[src/rtl/axis_ofmap_tx.sv]
// axis_ofmap_tx: AXI4-Stream master that buffers core result words and sends them as fixed-length packets
// Ports:
//   aclk, areset        clock, synchronous active-high reset
//   wr_valid/wr_data    write port from the convertor core, wr_ready = !fifo_full
//   cfg_pkt_len         beats per packet (0 behaves as 1), latched at packet start
//   tx_enable           allows new beats to be loaded into the output register
//   M_AXIS_S2MM_*       stream master toward the DMA
//   pkt_done            one-cycle pulse after a TLAST beat transfers
//   pkt_count           packets completed since reset (wraps)
//   busy                packet in progress or data buffered
module axis_ofmap_tx #(
    parameter int TBITS = 64,
    parameter int TBYTE = 8,
    parameter int DEPTH = 16,
    parameter int LEN_W = 20
) (
    input  logic             aclk,
    input  logic             areset,
    input  logic             wr_valid,
    input  logic [TBITS-1:0] wr_data,
    output logic             wr_ready,
    input  logic [LEN_W-1:0] cfg_pkt_len,
    input  logic             tx_enable,
    output logic             M_AXIS_S2MM_TVALID,
    input  logic             M_AXIS_S2MM_TREADY,
    output logic [TBITS-1:0] M_AXIS_S2MM_TDATA,
    output logic [TBYTE-1:0] M_AXIS_S2MM_TKEEP,
    output logic             M_AXIS_S2MM_TLAST,
    output logic             pkt_done,
    output logic [15:0]      pkt_count,
    output logic             busy
);
    localparam int AW = $clog2(DEPTH);
    localparam logic [AW:0] FULL = (AW+1)'(DEPTH);
    typedef enum logic {IDLE, SEND} state_t;
    state_t state, state_next;
    logic [TBITS-1:0] mem [DEPTH];
    logic [AW-1:0] wptr, rptr;
    logic [AW:0] count;
    logic [LEN_W-1:0] beat_cnt, pkt_len_q, len_eff;
    logic [LEN_W:0] idx;
    logic [TBITS-1:0] ld_data;
    logic fifo_empty, push, xfer, load, pop, fifo_wr, pkt_start, last_next, last_xfer;
    assign wr_ready = count < FULL;
    assign M_AXIS_S2MM_TKEEP = '1;
    assign busy = state == SEND || !fifo_empty || M_AXIS_S2MM_TVALID;
    always_comb begin
        fifo_empty = count == '0;
        push = wr_valid && wr_ready;
        xfer = M_AXIS_S2MM_TVALID && M_AXIS_S2MM_TREADY;
        last_xfer = xfer && M_AXIS_S2MM_TLAST;
        // an empty FIFO lets the incoming word go straight into the output register
        load = (!M_AXIS_S2MM_TVALID || xfer) && tx_enable && (!fifo_empty || push);
        pop = load && !fifo_empty;
        fifo_wr = push && !(load && fifo_empty);
        ld_data = fifo_empty ? wr_data : mem[rptr];
        pkt_start = load && (state == IDLE || last_xfer);
        len_eff = !pkt_start ? pkt_len_q : (cfg_pkt_len == '0) ? LEN_W'(1) : cfg_pkt_len;
        // 1-based index of the beat being loaded: transferred beats, plus the one leaving now, plus one
        idx = pkt_start ? (LEN_W+1)'(1) : {1'b0, beat_cnt} + (LEN_W+1)'(xfer) + (LEN_W+1)'(1);
        last_next = idx == {1'b0, len_eff};
        state_next = pkt_start ? SEND : last_xfer ? IDLE : state;
    end
    always_ff @(posedge aclk) begin
        if (areset) state <= IDLE;
        else state <= state_next;
    end
    always_ff @(posedge aclk) begin
        if (fifo_wr) mem[wptr] <= wr_data;
    end
    always_ff @(posedge aclk) begin
        if (areset) begin
            wptr <= '0;
            rptr <= '0;
            count <= '0;
            M_AXIS_S2MM_TVALID <= 1'b0;
            M_AXIS_S2MM_TDATA <= '0;
            M_AXIS_S2MM_TLAST <= 1'b0;
            pkt_len_q <= '0;
            beat_cnt <= '0;
            pkt_done <= 1'b0;
            pkt_count <= '0;
        end else begin
            if (fifo_wr) wptr <= wptr + AW'(1);
            if (pop) rptr <= rptr + AW'(1);
            if (fifo_wr && !pop) count <= count + (AW+1)'(1);
            else if (pop && !fifo_wr) count <= count - (AW+1)'(1);
            if (load) begin
                M_AXIS_S2MM_TVALID <= 1'b1;
                M_AXIS_S2MM_TDATA <= ld_data;
                M_AXIS_S2MM_TLAST <= last_next;
            end else if (xfer) begin
                M_AXIS_S2MM_TVALID <= 1'b0;
                M_AXIS_S2MM_TLAST <= 1'b0;
            end
            if (pkt_start) pkt_len_q <= len_eff;
            beat_cnt <= last_xfer ? '0 : xfer ? beat_cnt + LEN_W'(1) : beat_cnt;
            pkt_done <= last_xfer;
            pkt_count <= pkt_count + 16'(last_xfer);
        end
    end
endmodule

[config.mk]
export PLATFORM = sky130hd
export DESIGN_NAME = axis_ofmap_tx
export DESIGN_NICKNAME = d
export VERILOG_FILES = /design/src/rtl/axis_ofmap_tx.sv
export SDC_FILE = /design/constraint.sdc
export NUM_CORES = 1
export LEC_CHECK = 0
export CELL_PAD_IN_SITES_DETAIL_PLACEMENT = 1
export CELL_PAD_IN_SITES_GLOBAL_PLACEMENT = 2
export CORE_AREA = 5 5 339 407
export DETAILED_ROUTE_END_ITERATION = 7
export DIE_AREA = 0 0 344 412
export GPL_ROUTABILITY_DRIVEN = 0
export HOLD_SLACK_MARGIN = 0.15
export PLACE_DENSITY = 0.63
export SETUP_SLACK_MARGIN = 0.4
export SYNTH_ARGS = -nofsm -noshare
export SYNTH_HDL_FRONTEND = slang
export SYNTH_SLANG_ARGS = --single-unit
[constraint.sdc]
create_clock -name aclk -period 19.6 [get_ports aclk]
set_input_delay 3.92 -clock aclk [delete_from_list [all_inputs] [get_ports aclk]]
set_output_delay 3.92 -clock aclk [all_outputs]
set_load 0.01 [all_outputs]
==> summary.md, run 1 <==
| Metric | Value |
|---|---|
| Status | `complete, no violations` |
| Slew headroom | `0.232` |
| Vias | `22563` |
| Count of pins over their slew limit | `0` |
| DP HPWL | `62500 um` |
| DR iter-0 viols | `1687` |
| Final min period | `7220 ps` |
| Fin. Hold Viols | `0` |
| Number of hold buffers added after CTS | `0` |
| Worst path arrival time | `3300 ps` |
| Inserted Clock Buffers | `117` |
| Pin count of the biggest net entering global routing | `154` |
| F_max | `0.138 GHz` |
| Area contributors post-synth | `edfxtp_1 68%, mux4_2 16%, dfxtp_1 6.3%` |
| Startpoint type of the worst setup path | `register` |
| Core area | `133000 um2` |
| Worst Setup SP | `count[0]` |
| Cell row count | `147` |
| WP data required | `15680 ps` |
| PwrDens | `126 nW/um2` |
| WL/cell | `26.3 um` |
| Post-CTS Resized | `0` |
| Sequential area share after synthesis | `0.745` |
| Drt drc | `0` |
| Critical Path Slowest Stage Cell | `nor2_4` |
| CTS tree | `built` |
| RSZ-0062 raised after global routing | `false` |
| Die area | `142000 um2` |
| TritonRoute pass-1 iters | `4` |
| Buf/Inv on CP | `1` |
| Clock latency at the later pin of the worst-skew pair | `730 ps` |
| Most used DFF post-synth | `edfxtp_1` |
| Number of synthesized flops with an enable pin | `1024` |
| Nets@finish | `2600` |
| Reg2Reg Depth | `6` |
| Worst vdd ir | `0.0829 mV` |
| Total grt overflow | `0` |
| First-pass GRT wire length | `170000 um` |
| Starting density of the core | `0.338` |
| CTS clk-pin slew, worst paths | `60 ps` |
| Area delta synth->final | `17.5%` |
| Root buffer cell | `clkbuf_16` |
| CP Depth | `4` |
| Distinct cells, synth | `63` |
| HP Class | `reg -> reg` |
| R2R Setup Slk | `15550 ps` |
| Seq cells post-synth | `1165` |
| Maxcap violations | `0` |
| Mapped Avg Cell Area | `19.7 um2` |
| Final setup fails | `0` |
| Setup_tns | `0 ps` |
| Yosys top cell by area | `edfxtp_1` |
| Clk_skew | `35.3 ps` |
| Die height | `412 um` |
| Vias/cell | `5.14` |
| DRT Wirelength | `115000 um` |
| Hold Slack | `476 ps` |
| Fraction of registers with async set/reset | `0` |
| Initial antenna violation count | `5` |
| Critical path's top delay family | `simple AND/OR/NAND/NOR gates` |
| Fin crit share | `0.369` |
| Slew @ Worst Pin | `1150 ps` |
| Vias in the first global route | `24671` |
| Port Buffers | `173` |
| Yosys Warn Count | `0` |
| CTS Sinks | `1165` |
| Max incr delay on CP | `800 ps` |
| Critical path capture point type | `output pin` |
| Post-route ant nets | `0` |
| Layout cell share with drive strength beyond 1 | `0.226` |
| Post-Synthesis Cells | `2288` |
| CP endpoint | `busy` |
| WS Path Type | `reg -> out` |
| Worst reg2reg endpoint | `M_AXIS_S2MM_TDATA[16]` |
| Crit path cell chain | `or4_1 -> nor2_4 -> nand2_1 -> clkdlybuf4s50_1` |
| Die width | `344 um` |
| Gr usage total | `0.162` |
| Worst-path maximum fanout | `23` |
| P_leak | `0.0161 uW` |
| Top-area cell type share of the netlist area | `0.683` |
| Postcts setup bufs | `0` |
| Cell Area, Synth | `45000 um2` |
| Clk buf depth | `3` |
| # IOs | `182` |
| H-Tree Depth | `3` |
[layout make-up]
type | instances | area [um2]
Inverter | 18 | 67.6
Tap cell | 1788 | 2240
Sequential cell | 1165 | 33600
Clock buffer | 158 | 3260
Timing Repair Buffer | 223 | 2120
Fill cell | 12815 | 80400
Antenna cell | 3 | 7.51
Multi-Input combinational cell | 971 | 11000
Clock inverter | 63 | 703
[per-stage QoR]
step / power, uW / instances / worst slack, ps / util / area [um2]
6_report: 6650 / 4389 / 12380 / 0.397 / 52900
5_1_grt: 6950 / 4386 / 12210 / 0.397 / 52900
4_1_cts: 6760 / 4386 / 12290 / 0.397 / 52900
3_5_place_dp: 4450 / 4165 / 12060 / 0.367 / 49000
3_3_place_gp: 4430 / 4165 / 12130 / 0.367 / 49000
2_1_floorplan: 3910 / 2295 / 9900 / - / 45100
[worst register-to-register path, delay by kind of cell, from the launching register on]
kind	cells	cell delay, ps
AND/OR/NAND/NOR	1	110
multiplexers	2	1170
flip-flops	1	920
buffers and inverters	2	1620
AO/OA/AOI/OAI	1	90
[power by group]
part	switching, uW	internal (uW)	leakage (uW)	total, uW
Clock	959	1330	0.00193	2290
Sequential	93.0	2850	0.0104	2940
Combinational	763	654	0.00374	1420
Total	1820	4840	0.0161	6650
[cell usage after synthesis (12+ instances only)]
library cell	n
a21oi_1	33
a31oi_1	64
buf_1	18
buf_2	34
clkbuf_1	77
dfxtp_1	141
edfxtp_1	1024
ha_1	14
inv_1	18
mux4_2	320
nand2_1	196
nand3_1	85
nand4_1	12
nor2_1	73
nor3_1	14
xnor2_1	27
xor2_1	36
[per-layer routing]
| layer | part of all wire | track usage |
|---|---|---|
| met1 | 0.43 | 0.219 |
| met2 | 0.50 | 0.275 |
| met3 | 0.047 | 0.0256 |
| met4 | 0.021 | 0.0439 |
| met5 | 0.00022 | 0 |
[cell usage in the layout, fill, tap and decap left out, types with 5 or more instances in the layout]
cell type           n
edfxtp_1         1024
mux4_2            320
nand2_1           196
clkdlybuf4s50_1   172
dfxtp_1           137
clkbuf_16         119
nand3_1            85
a31oi_1            64
nor2_1             59
buf_4              50
xor2_1             36
a21oi_1            33
xnor2_1            27
clkbuf_1           25
clkinv_2           19
inv_1              18
clkinv_1           15
nor2_4             14
ha_1               14
clkbuf_8           14
nand4_1            12
bufinv_16          12
nor3_1             10
or3_1               8
nor4_1              8
conb_1              8
o21ai_0             7
nand2b_1            6
and2_1              5
clkinvlp_4          5
[registers in the layout (all words and copies together), names as in the netlist, named ones only]
signal	cells
M_AXIS_S2MM_TDATA	64
M_AXIS_S2MM_TVALID	1
M_AXIS_S2MM_TLAST	1
state	1
pkt_count	16
mem	1024
count	5
rptr	4
beat_cnt	20
wptr	4
pkt_len_q	20
pkt_done	1
[cells by family after synthesis]
group                    synth area share
AO/OA/AOI/OAI                      0.0191
XOR/XNOR                           0.0122
adder cells (fa/ha/maj)           0.00433
buffers and inverters              0.0153
flip-flops                          0.745
multiplexers                        0.160
other                           0.0000832
AND/OR/NAND/NOR                    0.0433
[worst min-delay path by stage]
| stage | startpoint | end | slack, ps | cells after the start |
|---|---|---|---|---|
| floorplan | pkt_len_q[11] | pkt_len_q[11] | 440 | 2 |
| global placement | pkt_len_q[19] | pkt_len_q[19] | 460 | 2 |
| detailed placement | pkt_len_q[19] | pkt_len_q[19] | 470 | 2 |
| CTS | pkt_len_q[19] | pkt_len_q[19] | 480 | 2 |
| global route | M_AXIS_S2MM_TDATA[49] | M_AXIS_S2MM_TDATA[49] | 500 | 2 |
| finish | pkt_len_q[19] | pkt_len_q[19] | 480 | 2 |
(Power assumes the default switching activity.)
==> inputs of run 2 (changes only) <==
--- a/config.mk
+++ b/config.mk
@@ -12,7 +12,7 @@
 export DIE_AREA = 0 0 344 412
 export GPL_ROUTABILITY_DRIVEN = 0
 export HOLD_SLACK_MARGIN = 0.15
-export PLACE_DENSITY = 0.63
+export PLACE_DENSITY = 0.65
 export SETUP_SLACK_MARGIN = 0.4
 export SYNTH_ARGS = -nofsm -noshare
 export SYNTH_HDL_FRONTEND = slang
==> constraint.sdc (replaced) <==
create_clock -name aclk -period 6 [get_ports aclk]
set_input_delay 1.2 -clock aclk [delete_from_list [all_inputs] [get_ports aclk]]
set_output_delay 1.2 -clock aclk [all_outputs]
set_load 0.01 [all_outputs]
==> run 2 against run 1 <==
Global-route usage fell by 0.10 points. Final cell count barely moved. Die area did not move. First-iteration DRC count rose by 8.8%. Largest power group unchanged. Worst hold slack got worse by 2.7 ps. Clock skew fell by 11 ps. Register-to-register slack got worse by 13000 ps. Utilization barely moved. Power rose to 3.2 times the previous value. Routed wire length fell by 0.57%. Setup slack got worse by 11000 ps.
==> summary.md, run 2 (same netlist as run 1, synthesis figures left out) <==
| Metric | Value |
|---|---|
| Clock Power Share | `0.331` |
| Multi-input gate area | `11000 um2` |
| Final setup fails | `0` |
| P_sw | `5960 uW` |
| Cell row count | `147` |
| Critical path capture point type | `output pin` |
| R2r startpoint | `count[0]` |
| Core area | `133000 um2` |
| Final Cell Area | `52900 um2` |
| CTS tree | `built` |
| Layout Cells excl Fill | `4387` |
| Postcts setup bufs | `0` |
| Vias | `22562` |
| Fin crit share | `0.720` |
| HP Class | `reg -> reg` |
| Vias in the first global route | `24676` |
| Maxcap violations | `0` |
| CTS clk-pin slew, worst paths | `60 ps` |
| Port Buffers | `173` |
| Cells after DPL | `4163` |
| Final min period | `4320 ps` |
| TritonRoute pass-1 iters | `5` |
| Total grt overflow | `0` |
| Setup_tns | `0 ps` |
| Final Util | `0.397` |
| Most frequent cells in the layout | `1024 x edfxtp_1, 320 x mux4_2, 196 x nand2_1` |
| Number of hold buffers added after CTS | `0` |
| Fill cell count | `12829` |
| Die height | `412 um` |
| CTS Sinks | `1165` |
| Die width | `344 um` |
| WP data required | `4800 ps` |
| DRT Wirelength | `115000 um` |
| Root buffer cell | `clkbuf_16` |
| P_leak | `0.0159 uW` |
| Clk_skew | `23.8 ps` |
| Number of flip-flops in the largest register | `1024` |
| Slew @ Worst Pin | `1050 ps` |
| Buf/Inv on CP | `1` |
| Worst Setup SP | `count[0]` |
| Count of pins over their slew limit | `0` |
| Cell Area, Placed | `49100 um2` |
| Flop pwr share | `0.450` |
| Fin. Hold Viols | `0` |
| DP HPWL | `68000 um` |
| Layout cell share with drive strength beyond 1 | `0.218` |
| DR iter-0 viols | `1836` |
| First-pass GRT wire length | `170000 um` |
| Slew headroom | `0.299` |
| Post-CTS Resized | `0` |
| Switch share | `0.277` |
| Critical Path Slowest Stage Cell | `nor2_4` |
| Worst vdd ir | `0.243 mV` |
| Vias/cell | `5.14` |
| Pin count of the biggest net entering global routing | `73` |
| PwrDens | `406 nW/um2` |
| Leading cell type in the layout, fill and taps excluded | `edfxtp_1` |
| Sequential cell area | `33600 um2` |
| Cell internal pwr | `15500 uW` |
| Crit path cell chain | `or4_1 -> nor2_4 -> nand2_1 -> clkdlybuf4s50_1` |
| # IOs | `182` |
| Status | `complete, no violations` |
| H-Tree Depth | `3` |
| RSZ-0062 raised after global routing | `false` |
| Post-route ant nets | `0` |
| Worst path arrival time | `3120 ps` |
| Startpoint type of the worst setup path | `register` |
| Worst-path maximum fanout | `22` |
| Max incr delay on CP | `720 ps` |
| Critical path's top delay family | `simple AND/OR/NAND/NOR gates` |
| Largest register by flop count | `mem` |
| Hold Crit Start | `pkt_len_q[11]` |
| Initial antenna violation count | `8` |
| Largest regs | `mem (1024), M_AXIS_S2MM_TDATA (64)` |
| Clock latency at the later pin of the worst-skew pair | `720 ps` |
| WL/cell | `26.1 um` |
| Nets@finish | `2598` |
| Gate power share | `0.219` |
| F_max | `0.231 GHz` |
| Drt drc | `0` |
| Die area | `142000 um2` |
| Clk buf depth | `3` |
| WS Path Type | `reg -> out` |
| Gr usage total | `0.161` |
| Starting density of the core | `0.338` |
| Inserted Clock Buffers | `117` |
| Area delta synth->final | `17.4%` |
==> run 2: cell count changes in the layout (fill, tap and decap cells not counted), moves of 2 or more <==
cell | previous run | this run
clkinvlp_2 | 1 | 3
buf_12 | 1 | 14
clkinv_8 | 2 | 0
bufinv_16 | 12 | 5
inv_8 | 2 | 0
nor3_4 | 0 | 4
clkinv_2 | 19 | 12
clkbuf_1 | 25 | 45
clkbuf_16 | 119 | 117
nor3_2 | 4 | 0
clkinv_1 | 15 | 12
clkinvlp_4 | 5 | 1
buf_4 | 50 | 35
inv_6 | 3 | 5
==> run 2: power by group through the flow <==
stage | combinational [uW] | sequential, uW | clock (uW)
4_1_cts | 4840 | 9680 | 7300
2_1_floorplan | 3030 | 9710 | 0
3_3_place_gp | 4760 | 9830 | 0
5_1_grt | 5050 | 9720 | 7680
3_5_place_dp | 4810 | 9850 | 0
6_report | 4710 | 9670 | 7110
==> run 2: worst register-to-register path, cell delays in order (launching register included) <==
cell     delay [ps]
dfxtp_1         350
or4_1           680
nor2_4          720
nor2_4           60
buf_4           290
inv_1           120
ha_1            230
inv_1           110
ha_1            330
a21o_1          200
a21oi_1         170
xnor2_1          90
or3_1           310
a21oi_1         140
==> run 2: cell type report <==
cell class,count,share of cell area
antenna,3,0.000142
clock buffer,177,0.0625
clock inverter,44,0.00809
inverter,18,0.00128
multi-input combinational,971,0.208
sequential,1165,0.635
tap,1788,0.0423
timing repair buffer,221,0.0428
==> run 2: final timing paths <==
kind / slack (ps) / depth (start not counted) / end
worst min-delay path: 470 / 2 / pkt_len_q[11]
worst max register to register: 2120 / 13 / count[4]
worst max-delay path: 1680 / 4 / busy
worst min register to register: 470 / 2 / pkt_len_q[11]
==> run 2: per-stage QoR <==
step | power, uW | hold slack, ps | worst slack [ps]
after global routing | 22500 | 498 | 1500
after floorplan | 12700 | 436 | 737
after global placement | 14600 | 462 | 1470
after CTS | 21800 | 473 | 1540
final | 21500 | 474 | 1680
after detailed placement | 14700 | 466 | 1410
==> run 2: metal layers <==
layer | track usage | part of all wire
met1 | 0.212 | 0.42
met2 | 0.279 | 0.51
met3 | 0.0308 | 0.055
met4 | 0.0369 | 0.016
met5 | 0 | 0.00047
==> inputs of run 3 (changes only) <==
==> constraint.sdc (replaced) <==
create_clock -name aclk -period 3.7 [get_ports aclk]
set_input_delay 0.74 -clock aclk [delete_from_list [all_inputs] [get_ports aclk]]
set_output_delay 0.74 -clock aclk [all_outputs]
set_load 0.01 [all_outputs]
==> run 3 against run 2 <==
Via count is 0.78% higher. Sequential power is 60% higher. First-iteration DRC count fell by 7.6%. Final area increased by 1.2%. Largest cell class unchanged. Highest routed layer unchanged.
==> summary.md, run 3 (same netlist as run 1, synthesis figures left out) <==
| Metric | Value |
|---|---|
| Critical path's top delay family | `simple AND/OR/NAND/NOR gates` |
| Setup_tns | `0 ps` |
| P_leak | `0.0162 uW` |
| WL/cell | `26.2 um` |
| Count of pins over their slew limit | `0` |
| Nets@finish | `2623` |
| Core area | `133000 um2` |
| # IOs | `182` |
| DR iter-0 viols | `1697` |
| Status | `complete, no violations` |
| CP Depth | `4` |
| Slew @ Worst Pin | `786 ps` |
| Slew headroom | `0.476` |
| CTS clk-pin slew, worst paths | `60 ps` |
| TritonRoute pass-1 iters | `7` |
| Starting density of the core | `0.338` |
| Number of hold buffers added after CTS | `0` |
| CP endpoint | `busy` |
| HP Class | `in -> reg` |
| Reg2Reg Depth | `10` |
| Postcts setup bufs | `0` |
| CTS Sinks | `1165` |
| Fin. Hold Viols | `0` |
| RSZ-0062 raised after global routing | `false` |
| Sequential cell area | `33600 um2` |
| Port Buffers | `173` |
| Startpoint type of the worst setup path | `register` |
| DP HPWL | `64200 um` |
| Worst path arrival time | `2310 ps` |
| Worst Setup SP | `count[0]` |
| Final setup fails | `0` |
| Layout cell share with drive strength beyond 1 | `0.232` |
| Gr usage total | `0.164` |
| WS Path Type | `reg -> out` |
| Maxcap violations | `0` |
| Vias/cell | `5.15` |
| Clock latency at the later pin of the worst-skew pair | `730 ps` |
| Multi-input gate area | `11000 um2` |
| Die height | `412 um` |
| Pin count of the biggest net entering global routing | `67` |
| Die area | `142000 um2` |
| Number of flip-flops in the largest register | `1024` |
| Worst reg2reg endpoint | `count[4]` |
| Final min period | `3050 ps` |
| Largest register by flop count | `mem` |
| Leading cell type in the layout, fill and taps excluded | `edfxtp_1` |
| Fill cell count | `12812` |
| R2R Setup Slk | `700 ps` |
| Inserted Clock Buffers | `116` |
| Critical Path Slowest Stage Cell | `or4_4` |
| H-Tree Depth | `3` |
| Die width | `344 um` |
| Max incr delay on CP | `600 ps` |
| Fin crit share | `0.824` |
| Buf/Inv on CP | `1` |
| Final Util | `0.401` |
| Worst-path maximum fanout | `4` |
| Vias in the first global route | `24979` |
| Worst vdd ir | `0.409 mV` |
| Crit path cell chain | `or4_4 -> nor2_4 -> nand2_2 -> dlygate4sd2_1` |
| Cell row count | `147` |
| Critical path capture point type | `output pin` |
| Clk buf depth | `3` |
| WP data required | `2960 ps` |
| Area delta synth->final | `18.8%` |
| F_max | `0.328 GHz` |
| Clk_skew | `41.0 ps` |
| Vias | `22737` |
| Initial antenna violation count | `8` |
| Total grt overflow | `0` |
| R2r startpoint | `count[0]` |
| Drt drc | `0` |
| Most frequent cells in the layout | `1024 x edfxtp_1, 320 x mux4_2, 192 x nand2_1` |
| CTS tree | `built` |
| DRT Wirelength | `116000 um` |
| Root buffer cell | `clkbuf_16` |
| Post-route ant nets | `0` |
| Largest regs | `mem (1024), M_AXIS_S2MM_TDATA (64)` |
| PwrDens | `655 nW/um2` |
| First-pass GRT wire length | `171000 um` |
==> run 3: cell count changes in the layout (fill, tap and decap cells not counted), sizes merged, moves of 2 or more <==
cell	previous run	this run
bufinv	5	9
clkinvlp	4	6
diode	3	5
clkinv	29	31
buf	49	75
clkbuf	177	167
==> run 3: power by group <==
| part | switching [uW] | leakage, uW | internal (uW) |
|---|---|---|---|
| Combinational | 4060 | 0.00398 | 3670 |
| Clock | 5030 | 0.00186 | 6750 |
| Sequential | 434 | 0.0104 | 15100 |
==> run 3: repair_timing <==
action,CTS,global route
endpoints found under the setup margin,1,0
endpoints found under the hold margin,0,0
gates resized for setup,3,0
==> run 3: metal layers <==
metal	track usage	up-vias	wire (um)
li1	-	9762	-
met1	0.213	12249	47800
met2	0.286	590	59500
met3	0.0315	134	6240
met4	0.0383	2	2160
met5	0	-	9
==> run 3: stage by stage <==
step | worst slack (ps) | instance area, um2 | total power, uW | hold WS (ps) | std cells
final | 651 | 53500 | 35000 | 471 | 4414
after global routing | 406 | 53500 | 36700 | 450 | 4410
after CTS | 514 | 53500 | 35600 | 403 | 4409
after detailed placement | 34.2 | 49700 | 23700 | 464 | 4189
after global placement | 88.9 | 49700 | 23500 | 461 | 4189
after floorplan | 181 | 45200 | 20700 | 436 | 2295
==> run 3: worst min path at each step <==
stage / to / cells after the start / startpoint
floorplan: pkt_len_q[11] / 2 / pkt_len_q[11]
global placement: pkt_len_q[11] / 2 / pkt_len_q[11]
detailed placement: pkt_len_q[11] / 2 / pkt_len_q[11]
CTS: count[3] / 2 / areset
global route: pkt_count[5] / 2 / areset
finish: count[3] / 2 / areset
==> run 3: area by class of cell <==
| type | instances | area share |
|---|---|---|
| sequential | 1165 | 0.627 |
| multi-input combinational | 971 | 0.206 |
| clock buffer | 167 | 0.0605 |
| timing repair buffer | 247 | 0.0520 |
| tap | 1788 | 0.0418 |
| clock inverter | 53 | 0.0111 |
| inverter | 18 | 0.00126 |
| antenna | 5 | 0.000234 |
